===== src/rtl/uart_host.sv =====
// Host-side serial link partner: 32-bit words in and out as four 8N1 frames, MSB byte first.
// It runs on the SoC clock, so datai is sampled directly with no synchroniser.
module uart_host #(
    parameter int CLKS_PER_BIT = 1
) (
    input  logic        clk,
    input  logic        nrst,
    input  logic        datai,
    output logic        datao,
    input  logic [31:0] tx_data,
    input  logic        tx_valid,
    output logic        tx_ready,
    output logic        tx_busy,
    output logic [31:0] rx_data,
    output logic        rx_valid,
    output logic        rx_frame_err,
    output logic        rx_trunc
);

    localparam logic [7:0] CNT_LAST = 8'(CLKS_PER_BIT - 1);

    typedef enum logic [1:0] {T_IDLE, T_START, T_DATA, T_STOP} tx_state_t;
    typedef enum logic [1:0] {R_IDLE, R_DATA, R_STOP, R_RECOVER} rx_state_t;

    tx_state_t   t_state, t_nxt;
    logic [7:0]  t_cnt, t_cnt_nxt;
    logic [2:0]  t_bit, t_bit_nxt;
    logic [1:0]  t_byte, t_byte_nxt;
    logic [31:0] t_sh, t_sh_nxt;
    logic [7:0]  t_cur;
    logic        t_bit_end;
    logic        datao_nxt;

    rx_state_t   r_state, r_nxt;
    logic [7:0]  r_cnt, r_cnt_nxt;
    logic [2:0]  r_bit, r_bit_nxt;
    logic [1:0]  r_byte, r_byte_nxt;
    logic [7:0]  r_sh, r_sh_nxt;
    logic [31:0] r_word, r_word_nxt;
    logic [31:0] rx_data_nxt;
    logic        r_bit_end;
    logic        rx_valid_nxt, rx_frame_err_nxt, rx_trunc_nxt;

    assign t_bit_end = (t_cnt == CNT_LAST);
    assign r_bit_end = (r_cnt == CNT_LAST);

    always_comb begin
        t_nxt      = t_state;
        t_cnt_nxt  = t_cnt;
        t_bit_nxt  = t_bit;
        t_byte_nxt = t_byte;
        t_sh_nxt   = t_sh;
        t_cur      = 8'h00;
        datao_nxt  = 1'b1;
        if (t_state != T_IDLE)
            t_cnt_nxt = t_bit_end ? 8'd0 : t_cnt + 8'd1;
        case (t_state)
            T_IDLE: begin
                if (tx_valid && tx_ready) begin
                    t_sh_nxt   = tx_data;
                    t_byte_nxt = 2'd0;
                    t_bit_nxt  = 3'd0;
                    t_cnt_nxt  = 8'd0;
                    t_nxt      = T_START;
                end
            end
            T_START: begin
                if (t_bit_end) begin
                    t_bit_nxt = 3'd0;
                    t_nxt     = T_DATA;
                end
            end
            T_DATA: begin
                if (t_bit_end) begin
                    t_bit_nxt = t_bit + 3'd1;
                    if (t_bit == 3'd7)
                        t_nxt = T_STOP;
                end
            end
            T_STOP: begin
                if (t_bit_end) begin
                    if (t_byte == 2'd3) begin
                        t_nxt = T_IDLE;
                    end else begin
                        t_byte_nxt = t_byte + 2'd1;
                        t_sh_nxt   = {t_sh[23:0], 8'h00};
                        t_nxt      = T_START;
                    end
                end
            end
            default: t_nxt = T_IDLE;
        endcase
        // datao is registered, so it is computed from the state being entered
        t_cur = t_sh_nxt[31:24];
        case (t_nxt)
            T_START: datao_nxt = 1'b0;
            T_DATA:  datao_nxt = t_cur[t_bit_nxt];
            default: datao_nxt = 1'b1;
        endcase
    end

    always_ff @(posedge clk or negedge nrst) begin
        if (!nrst) begin
            t_state  <= T_IDLE;
            t_cnt    <= 8'd0;
            t_bit    <= 3'd0;
            t_byte   <= 2'd0;
            datao    <= 1'b1;
            tx_ready <= 1'b1;
            tx_busy  <= 1'b0;
        end else begin
            t_state  <= t_nxt;
            t_cnt    <= t_cnt_nxt;
            t_bit    <= t_bit_nxt;
            t_byte   <= t_byte_nxt;
            datao    <= datao_nxt;
            tx_ready <= (t_nxt == T_IDLE);
            tx_busy  <= (t_nxt != T_IDLE);
        end
    end

    always_comb begin
        r_nxt            = r_state;
        r_cnt_nxt        = r_cnt;
        r_bit_nxt        = r_bit;
        r_byte_nxt       = r_byte;
        r_sh_nxt         = r_sh;
        r_word_nxt       = r_word;
        rx_data_nxt      = rx_data;
        rx_valid_nxt     = 1'b0;
        rx_frame_err_nxt = 1'b0;
        rx_trunc_nxt     = 1'b0;
        case (r_state)
            R_IDLE: begin
                if (!datai) begin
                    r_cnt_nxt = 8'd0;
                    r_bit_nxt = 3'd0;
                    r_nxt     = R_DATA;
                end else if (r_byte != 2'd0) begin
                    // a partial word followed by a full idle bit time is abandoned
                    if (r_bit_end) begin
                        rx_trunc_nxt = 1'b1;
                        r_byte_nxt   = 2'd0;
                        r_cnt_nxt    = 8'd0;
                    end else begin
                        r_cnt_nxt = r_cnt + 8'd1;
                    end
                end
            end
            R_DATA: begin
                if (r_bit_end) begin
                    r_cnt_nxt = 8'd0;
                    r_sh_nxt  = {datai, r_sh[7:1]};
                    r_bit_nxt = r_bit + 3'd1;
                    if (r_bit == 3'd7)
                        r_nxt = R_STOP;
                end else begin
                    r_cnt_nxt = r_cnt + 8'd1;
                end
            end
            R_STOP: begin
                if (r_bit_end) begin
                    r_cnt_nxt = 8'd0;
                    if (datai) begin
                        r_word_nxt = {r_word[23:0], r_sh};
                        if (r_byte == 2'd3) begin
                            rx_data_nxt  = {r_word[23:0], r_sh};
                            rx_valid_nxt = 1'b1;
                            r_byte_nxt   = 2'd0;
                        end else begin
                            r_byte_nxt = r_byte + 2'd1;
                        end
                        r_nxt = R_IDLE;
                    end else begin
                        rx_frame_err_nxt = 1'b1;
                        r_byte_nxt       = 2'd0;
                        r_nxt            = R_RECOVER;
                    end
                end else begin
                    r_cnt_nxt = r_cnt + 8'd1;
                end
            end
            R_RECOVER: begin
                if (!datai) begin
                    r_cnt_nxt = 8'd0;
                end else if (r_bit_end) begin
                    r_cnt_nxt = 8'd0;
                    r_nxt     = R_IDLE;
                end else begin
                    r_cnt_nxt = r_cnt + 8'd1;
                end
            end
            default: r_nxt = R_IDLE;
        endcase
    end

    always_ff @(posedge clk or negedge nrst) begin
        if (!nrst) begin
            r_state      <= R_IDLE;
            r_cnt        <= 8'd0;
            r_bit        <= 3'd0;
            r_byte       <= 2'd0;
            rx_data      <= 32'd0;
            rx_valid     <= 1'b0;
            rx_frame_err <= 1'b0;
            rx_trunc     <= 1'b0;
        end else begin
            r_state      <= r_nxt;
            r_cnt        <= r_cnt_nxt;
            r_bit        <= r_bit_nxt;
            r_byte       <= r_byte_nxt;
            rx_data      <= rx_data_nxt;
            rx_valid     <= rx_valid_nxt;
            rx_frame_err <= rx_frame_err_nxt;
            rx_trunc     <= rx_trunc_nxt;
        end
    end

    // shift registers carry payload only; byte/bit counters decide when they are meaningful
    always_ff @(posedge clk) begin
        t_sh   <= t_sh_nxt;
        r_sh   <= r_sh_nxt;
        r_word <= r_word_nxt;
    end

endmodule


===== config.mk =====
export PLATFORM = sky130hd
export DESIGN_NAME = uart_host
export DESIGN_NICKNAME = d
export VERILOG_FILES = /design/src/rtl/uart_host.sv
export SDC_FILE = /design/constraint.sdc
export NUM_CORES = 1
export LEC_CHECK = 0
export ABC_AREA = 1
export CAP_MARGIN = 20
export CORE_ASPECT_RATIO = 1.1
export CORE_MARGIN = 2
export CORE_UTILIZATION = 57
export CTS_BUF_LIST = sky130_fd_sc_hd__clkbuf_2
export CTS_CLUSTER_DIAMETER = 120
export DETAILED_ROUTE_END_ITERATION = 10
export PLACE_DENSITY = 0.82
export SYNTH_ARGS = -nofsm -noshare
export SYNTH_HDL_FRONTEND = slang
export SYNTH_SLANG_ARGS = --single-unit
export TNS_END_PERCENT = 5

===== constraint.sdc =====
create_clock -name clk -period 3.38 [get_ports clk]
set_clock_uncertainty 0.1 [all_clocks]
set_input_delay 0.338 -clock clk [delete_from_list [all_inputs] [get_ports clk]]
set_output_delay 0.338 -clock clk [all_outputs]
set_load 0.03 [all_outputs]

==> flow_summary.ini <==
[status]
status = completed

[placed_design]
dp.cells = 806
port-buffer-count = 73
place.gp.congestion = 0.888
dp_hpwl_um = 8290

[grt]
busiest_layer = met2
antenna_found_initial = 0
grt_pass1_wl_um = 20300
grt_max_degree = 38
met2_usage_pct = 38.1
grt_pass1_vias = 4501
met3_usage_pct = 4.75
use_met1_pct = 29.5
grt-ovfl-total = 0
gr-usage-all-layers_pct = 23.1

[power]
sequentialPowerShare_pct = 42.1
clockPowerShare_pct = 15.0
p_switching_w = 0.00262
peakVddDrop_uv = 475
switching_share_pct = 41.7
p_per_area_nw_per_um2 = 901
p_int_w = 0.00367
power.total_w = 0.00629
pwr-share-comb_pct = 42.9
leakage_nw = 3.20

[route]
drt_iter0_drc = 376
vias = 4432
ant_nets = 0
viasPerCell = 5.28
postRouteWirelength_um = 11900
routedWlPerCell_um = 14.2
drc_errors = 0
drt_first_pass_iters = 6

[yosys]
yosysWarnings = 0
synth_top_area_share_pct = 28.6
syn_inst = 624
postSynthAreaPerCell_sq_um = 9.42
ys_ff_latch = 132
ys_types = 35
yosysTopAreaCell = edfxtp_1
ys_seq_area_share_pct = 60.3
synth_fp_nets = 681
synth_area_leaders = edfxtp_1, dfrtp_1, nand2_1
syn-cell-area_sq_um = 5880

[cells_and_area]
area_growth_pct = 18.7
nNetsFinal = 763
final_cell_mix = nand2_1, clkdlybuf4s50_1, dfrtp_1, edfxtp_1, inv_1
drive_above_1_share_pct = 7.65
fin_util_pct = 70.2
antenna_cells = 0
layout.cells.non_filler = 839
mostFrequentLayoutCell = nand2_1

[timing]
min_period_ps = 2570
worst_pin_slew_ps = 790
setup_tns_ps = 0
rsz0062_at_grt = no
max-slew-margin-rel_pct = 47.4
slew_viol_final = 0
finalHoldViolations = 0
max_freq_mhz = 389
setup_violations = 0
min_period_over_period_pct = 76.1

[clock_tree]
cts_inserted_buffers = 17
clockBufferDepth = 2
cts_tree = yes
clockRootBuffer = clkbuf_2
insertion_delay_ps = 640
cts.sinks = 132
htree_levels = 4
clkTransAtPathRegs_ps = 220
cts_setup_buffers = 0

[setup_path]
worstSetupStartpointType = flip-flop
worstSetupPathType = reg -> reg
path_common_cell = nand2_1
critPathBufInv = 2
cp_slowest_stage_delay_ps = 470
worst-path-max-fanout = 13
required_ps = 3890
cp-end-kind = flip-flop
crit_arrival_ps = 3080
crit_family = simple AND/OR/NAND/NOR gates
path_cells = inv_1 -> ha_1 -> nand2_2 -> inv_1 -> nor2_2 -> o21ai_0 -> nand2_1 -> o31ai_4 -> nand3_1 -> nand2_1 -> nand2_1 -> nand2_1 -> nand2_1 -> nand2_1
cp_slowest_cell = dfrtp_1

[hold_path]
hp-class = in -> async

[die]
initial_core_util_pct = 59.2
core-area_sq_um = 9940
dieHeight_um = 111
die-area_sq_um = 11100
io_pins = 74
row_count = 38
dieWidth_um = 101

[flow_run]
cap_violations = 0
-- state kept, by name (all words and copies together) (netlist names), 2 cells and up --
| register | count |
|---|---|
| r_word | 24 |
| t_state | 2 |
| t_sh | 32 |
| t_cnt | 8 |
| r_bit | 3 |
| r_sh | 8 |
| t_bit | 3 |
| rx_data | 32 |
| r_state | 2 |
| r_byte | 2 |
| r_cnt | 8 |
| t_byte | 2 |
-- power by group through the flow --
stage          Sequential [W]  Combinational [W]  Clock (W)
2_1_floorplan         0.00304            0.00137          0
3_3_place_gp          0.00265            0.00259          0
3_5_place_dp          0.00268            0.00268          0
4_1_cts               0.00265            0.00269   0.000967
5_1_grt               0.00271            0.00299    0.00104
6_report              0.00265            0.00270   0.000943
-- kinds of logic (layout without fill, tap and decap cells) --
| family | count (synthesis) | count (layout) | share of synthesized area (%) |
|---|---|---|---|
| AND/OR/NAND/NOR | 317 | 317 | 21.6 |
| AO/OA/AOI/OAI | 78 | 78 | 8.09 |
| buffers and inverters | 73 | 168 | 5.04 |
| XOR/XNOR | 3 | 3 | 0.447 |
| adder cells (fa/ha/maj) | 21 | 21 | 4.47 |
| flip-flops | 132 | 132 | 60.3 |
-- timing repair --
item                      in CTS  in global routing
gates resized for setup        0                  0
hold endpoints to repair      31                  0
hold buffers                   1                  0
-- worst paths after layout --
kind	startpoint	to	slack, ps	cells after the start
max	t_state[1]	datao	810	14
min	nrst	r_state[0]	170	2
max reg2reg	t_state[1]	datao	810	14
min reg2reg	r_word[18]	rx_data[26]	360	2
max in group asynchronous	nrst	tx_ready	2260	3
min in group clk	tx_data[7]	t_sh[7]	220	3
-- cell type report --
type / count / area [sq um]
Sequential cell: 132 / 3550
Fill cell: 765 / 2960
Multi-Input combinational cell: 419 / 2040
Timing Repair Buffer: 81 / 801
Inverter: 55 / 206
Tap cell: 120 / 150
Clock inverter: 14 / 148
Clock buffer: 18 / 90.1
-- layer usage --
metal / part of all wire, % / routed length, um
met1: 42 / 4970
met2: 51 / 6070
met3: 4.2 / 501
met4: 2.8 / 338
met5: 0 / 0
-- stage by stage --
step	worst slack (ps)	instance area, sq um	hold slack, ps
after floorplan	932	5880	-57.6
after global placement	894	6730	327
after detailed placement	861	6730	327
after CTS	811	6980	128
after global routing	570	6980	147
final	809	6980	174
-- cell usage after synthesis --
cell      count
nand2_1     248
dfrtp_1      66
edfxtp_1     56
inv_1        52
a21oi_1      34
nor2_1       30
ha_1         21
o21ai_0      21
nand3_1      16
nor3_1       10
buf_2         9
dfxtp_1       8
clkbuf_1      7
o22ai_1       6
a21boi_0      4
nand4_1       4
a32o_1        3
inv_2         3
nor2_2        3
o31ai_1       3
xor2_1        3
dfstp_2       2
nor2_4        2
o32ai_1       2
a32oi_1       1
buf_4         1
buf_6         1
nand2_2       1
nand2_4       1
nand3b_1      1
o211ai_1      1
o21ai_2       1
o21ai_4       1
o31ai_4       1
or2_2         1
No activity file was read; power rests on OpenSTA's default activity.
==> edit 1 (same flow settings) <==
Encoding of `rx_state_t`: now Gray code (2 bits for 4 states).
--- a/src/rtl/uart_host.sv
+++ b/src/rtl/uart_host.sv
@@ -20,7 +20,7 @@
     localparam logic [7:0] CNT_LAST = 8'(CLKS_PER_BIT - 1);
 
     typedef enum logic [1:0] {T_IDLE, T_START, T_DATA, T_STOP} tx_state_t;
-    typedef enum logic [1:0] {R_IDLE, R_DATA, R_STOP, R_RECOVER} rx_state_t;
+    typedef enum logic [1:0] {R_IDLE = 2'b00, R_DATA = 2'b01, R_STOP = 2'b11, R_RECOVER = 2'b10} rx_state_t;
 
     tx_state_t   t_state, t_nxt;
     logic [7:0]  t_cnt, t_cnt_nxt;
Check against the original RTL: same outputs for any inputs over 10 cycles, from zero or initial values and one cycle with nrst low; not proved beyond that.
==> edit 1 against the original RTL <==
  * Worst setup slack worse by 0.017 ns
  * Cell area is 0.68% lower
  * Sequential share of layout area is 0.35 points higher
  * Synthesized area is 0.72% lower
  * Total power is 22% lower
  * Clock power is 3.3% lower
  * Sequential cell count stayed put
  * Largest power group is now registers
  * Utilization is 0.48 points lower
  * Routed wire length is 1.4% lower
  * Final cell count stayed put
  * Critical endpoint unchanged
==> edit 1: results (changes against the original RTL) <==
status: "complete, no violations"
first_pass_iters: 5  # -1
grt_max_degree: 43  # +13%
reg2reg_slack_ns: 0.79  # -0.02 ns
synthCells: 621  # -0.48%
p_total_w: 0.00493  # -22%
hold_path_class: "primary input to async pin"
htree_levels: 4  # unchanged
vdd_drop_max_uv: 450  # -5.2%
ys_seq_area_frac: 0.608  # +0.00440
arrival_ns: 3.13  # +0.05 ns
finalNetCount: 759  # -0.52%
synth.distinct_cells: 38  # +8.6%
ff2ff_path_depth: 17  # +3
multiInputGateArea_um2: 1970  # -3.0%
timing.rr.end: "datao"
yosys_most_used_dff: "dfrtp_1"
synth_edf_count: 56  # unchanged
worstSkewPairLatency_ns: 0.67  # +0.03 ns
cp_max_fo: 7  # -6
ys_top_cells_by_count: "nand2_1 (249), dfrtp_1 (66), edfxtp_1 (56), inv_1 (56), nor2_1 (39)"
grt_pass1_vias: 4285  # -4.8%
cts-resized-gates: 0  # unchanged
place_ws_ns: 0.755  # -0.106 ns
cts_buffers: 17  # unchanged
synth_area_leaders: "edfxtp_1 (29%), dfrtp_1 (28%), nand2_1 (16%), ha_1 (3.6%), inv_1 (3.6%)"
clkTransAtPathRegs_ns: 0.21
via_per_inst: 5.25  # -0.54%
io_buffers: 73  # unchanged
async_flop_share: 0.515  # unchanged
p_clk_w: 0.000912  # -3.3%
placed_cell_area_um2: 6690  # -0.59%
grt_pass1_wl_um: 19300  # -4.7%
p_int_w: 0.00304  # -17%
avgRoutedWirePerCell_um: 14.0  # -1.4%
place_congestion: 0.895  # +0.77%
worstMarginPinSlew_ns: 0.621  # -0.168 ns
mostFrequentLayoutCell: "nand2_1"
largest_registers: "rx_data x32, t_sh x32, r_word x24"
layout-drive-gt1-share: 0.0752  # -0.00129
antenna_found_initial: 1  # +1
power_top_consumer: "registers"
root_buffer: "clkbuf_2"
power.leakage_nw: 3.23  # +0.80%
p_comb_w: 0.00170  # -37%
cp-startpoint: "t_cnt[0]"
worst_path_largest_cell_delay_ns: 0.42  # -0.05 ns
vias: 4408  # -0.54%
fill_cells: 729  # -4.7%
worst_path_max_delay_cell: "dfrtp_1"
whs_ns: 0.0754  # -0.0990 ns
drt_iter0_drc: 375  # -0.27%
synth_nets: 674  # -1.0%
hpwl_um: 8030  # -3.1%
track_usage: 0.225  # -0.00550
numPlacedInstances: 806  # unchanged
==> edit 1: cell count changes in the layout (fill, tap and decap cells not counted), moves of 3 or more <==
cell | before | now
ha_1 | 21 | 17
inv_2 | 3 | 0
nor3_1 | 10 | 5
nor2_1 | 30 | 38
inv_1 | 52 | 56
a21oi_1 | 34 | 24
buf_4 | 6 | 11
nand3_1 | 16 | 19
==> edit 1: final cells by class <==
type                            instances  share of cell area
Clock buffer                           19              0.0137
Sequential cell                       132               0.512
Inverter                               56              0.0303
Clock inverter                         12              0.0191
Multi-Input combinational cell        414               0.285
Tap cell                              120              0.0217
Timing Repair Buffer                   85               0.118
Antenna cell                            1            0.000361
==> edit 1: cells by family (layout without fill, tap and decap cells) <==
kind of cell / count (synthesis) / in the layout / share of synthesized area
and+or+nand+nor: 327 / 327 / 0.228
other: 0 / 1 / 0
DFF: 132 / 132 / 0.608
adders and majority gates: 17 / 17 / 0.0364
xor gates and xnor gates: 5 / 5 / 0.00750
AOI/OAI and AO/OA: 65 / 65 / 0.0658
buffers and inverters: 75 / 172 / 0.0545
==> edit 1: worst max path at each step <==
stage / end / slack [ns] / depth (start not counted)
after detailed placement: datao / 0.75 / 16
after global routing: datao / 0.58 / 17
after global placement: datao / 0.88 / 16
final: datao / 0.79 / 17
after floorplan: r_word[0] / 0.75 / 6
after CTS: datao / 0.81 / 15
==> edit 1: timing repair <==
| action | 4_1_cts | 5_1_grt |
|---|---|---|
| buffers inserted | 0 | 0 |
| hold buffers | 1 | 0 |
| hold endpoints to repair | 26 | 0 |
==> edit 1: layer usage <==
metal	vias up	GRT usage	part of all wire
met1	2077	0.282	0.43
met2	138	0.384	0.51
met5	-	0	0
li1	2174	-	-
met4	0	0.0832	0.017
met3	19	0.0542	0.050
==> edit 2 (same flow settings) <==
Without the edit above. Take the reset off `rx_data` and load it in a clocked block of its own.
--- a/src/rtl/uart_host.sv
+++ b/src/rtl/uart_host.sv
@@ -200,7 +200,6 @@
             r_cnt        <= 8'd0;
             r_bit        <= 3'd0;
             r_byte       <= 2'd0;
-            rx_data      <= 32'd0;
             rx_valid     <= 1'b0;
             rx_frame_err <= 1'b0;
             rx_trunc     <= 1'b0;
@@ -209,11 +208,14 @@
             r_cnt        <= r_cnt_nxt;
             r_bit        <= r_bit_nxt;
             r_byte       <= r_byte_nxt;
-            rx_data      <= rx_data_nxt;
             rx_valid     <= rx_valid_nxt;
             rx_frame_err <= rx_frame_err_nxt;
             rx_trunc     <= rx_trunc_nxt;
         end
+    end
+
+    always_ff @(posedge clk) begin
+        rx_data <= rx_data_nxt;
     end
 
     // shift registers carry payload only; byte/bit counters decide when they are meaningful
Behaviour: same outputs for any inputs over 10 cycles, from zero or initial values and one cycle with nrst low; that may be too few to reach the edited logic, so the function may still have changed.
==> edit 2 against the original RTL <==
  * Routed wire length shrank 9.9%
  * Utilization shrank 0.69 points
  * Sequential share of layout area grew 3.6 points
  * First-iteration DRC count shrank 26%
  * Cell area shrank 2.4%
  * Combinational power shrank 31%
  * Worst setup slack gained 0.028 ns
  * Sequential cell count is the same
  * Final cell count shrank 11%
  * Total power shrank 17%
  * Synthesized area shrank 3.2%
  * Die area shrank 3.1%
  * Non-clock buffer count shrank 1
==> edit 2: results (changes against the original RTL) <==
p_seq_frac: 0.462  # +0.041
grt_pass1_vias: 3819  # -15%
met1_usage: 0.234  # -0.0608
synth_area_leaders: "edfxtp_1 (46%), dfrtp_1 (15%), nand2_1 (10%), ha_1 (4.6%), inv_1 (3.7%)"
powerSeq_w: 0.00241  # -9.1%
via_per_inst: 5.35  # +1.2%
ys_seq_area_frac: 0.651  # +0.0482
fill_cells: 706  # -7.7%
status: "complete, no violations"
yosysTopAreaCellShare: 0.464  # +0.178
synth.distinct_cells: 39  # +11%
ys_top_cells_by_count: "nand2_1 (154), edfxtp_1 (88), inv_1 (56)"
synth_nets: 583  # -14%
power.leakage_nw: 2.83  # -11%
place_congestion: 0.842  # -5.1%
vdd_drop_max_uv: 364  # -23%
place_ws_ns: 0.816  # -0.0447 ns
grtUsageMet2: 0.364  # -0.0165
comb_power_share: 0.358  # -0.071
maxSlewHeadroom: 0.467  # -0.00696
syn_avg_cell_area_um2: 10.8  # +15%
met3_usage: 0.0590  # +0.0115
drt_wl_total_um: 10700  # -9.9%
track_usage: 0.207  # -0.0239
hpwl_um: 7620  # -8.1%
layout-drive-gt1-share: 0.0879  # +0.0114
first_pass_iters: 7  # +1
antenna_found_initial: 1  # +1
numPlacedInstances: 713  # -12%
ff2ff_path_depth: 17  # +3
async_flop_share: 0.273  # -0.242
grt_pass1_wl_um: 17200  # -15%
worstSkewPairLatency_ns: 0.70  # +0.06 ns
placed_cell_area_um2: 6560  # -2.6%
synth_edf_count: 88  # +57%
drt_iter0_drc: 280  # -26%
cp_max_fo: 6  # -7
wl_met3_um: 534  # +6.6%
grt_max_degree: 37  # -2.6%
wirelength_met1_um: 4380  # -12%
==> edit 2: changes by cell type in the layout (fill, tap and decap cells not counted), moves of 2 or more <==
cell,before,now
nor2_1,30,33
nand2_1,248,154
a31oi_1,0,2
o21ai_0,21,17
inv_4,2,0
inv_1,52,56
dfrtp_1,66,34
nor3b_1,0,3
inv_2,3,1
a21oi_1,34,27
nand3_1,16,14
edfxtp_1,56,88
==> edit 2: cell type report <==
cell class | count | area (um2) | share of cell area
sequential | 132 | 3710 | 0.544
multi-input combinational | 325 | 1710 | 0.252
timing repair buffer | 80 | 781 | 0.115
inverter | 57 | 214 | 0.0314
clock inverter | 14 | 151 | 0.0222
tap | 120 | 150 | 0.0221
clock buffer | 18 | 90.1 | 0.0132
antenna | 1 | 2.50 | 0.000368
==> edit 2: worst paths after layout <==
path / start / end / slack (ns)
max in group asynchronous: nrst / t_cnt[4] / 2.52
max: t_cnt[0] / datao / 0.84
min: nrst / r_byte[1] / 0.12
min reg2reg: r_word[3] / r_word[11] / 0.34
max reg2reg: t_cnt[0] / datao / 0.84
min in group clk: tx_data[4] / t_sh[4] / 0.18
==> edit 2: logic make-up after synthesis <==
kind of cell	synth area share
AO/OA/AOI/OAI	0.0779
XOR/XNOR	0.00616
adder cells (fa/ha/maj)	0.0462
buffers and inverters	0.0497
flip-flops	0.651
AND/OR/NAND/NOR	0.169
==> edit 2: critical path, stage by stage (launching register included) <==
cell	delay, ns
dfrtp_1	0.44
inv_1	0.13
ha_1	0.18
nand2_1	0.06
nor2_1	0.12
nand2_1	0.17
ha_1	0.32
o21ai_0	0.18
nand2_1	0.12
o21ai_4	0.11
inv_1	0.12
nand3_1	0.09
nand3_1	0.07
nand2_1	0.07
nand2_1	0.04
nand2_1	0.06
nand2_1	0.04
nand2_1	0.05
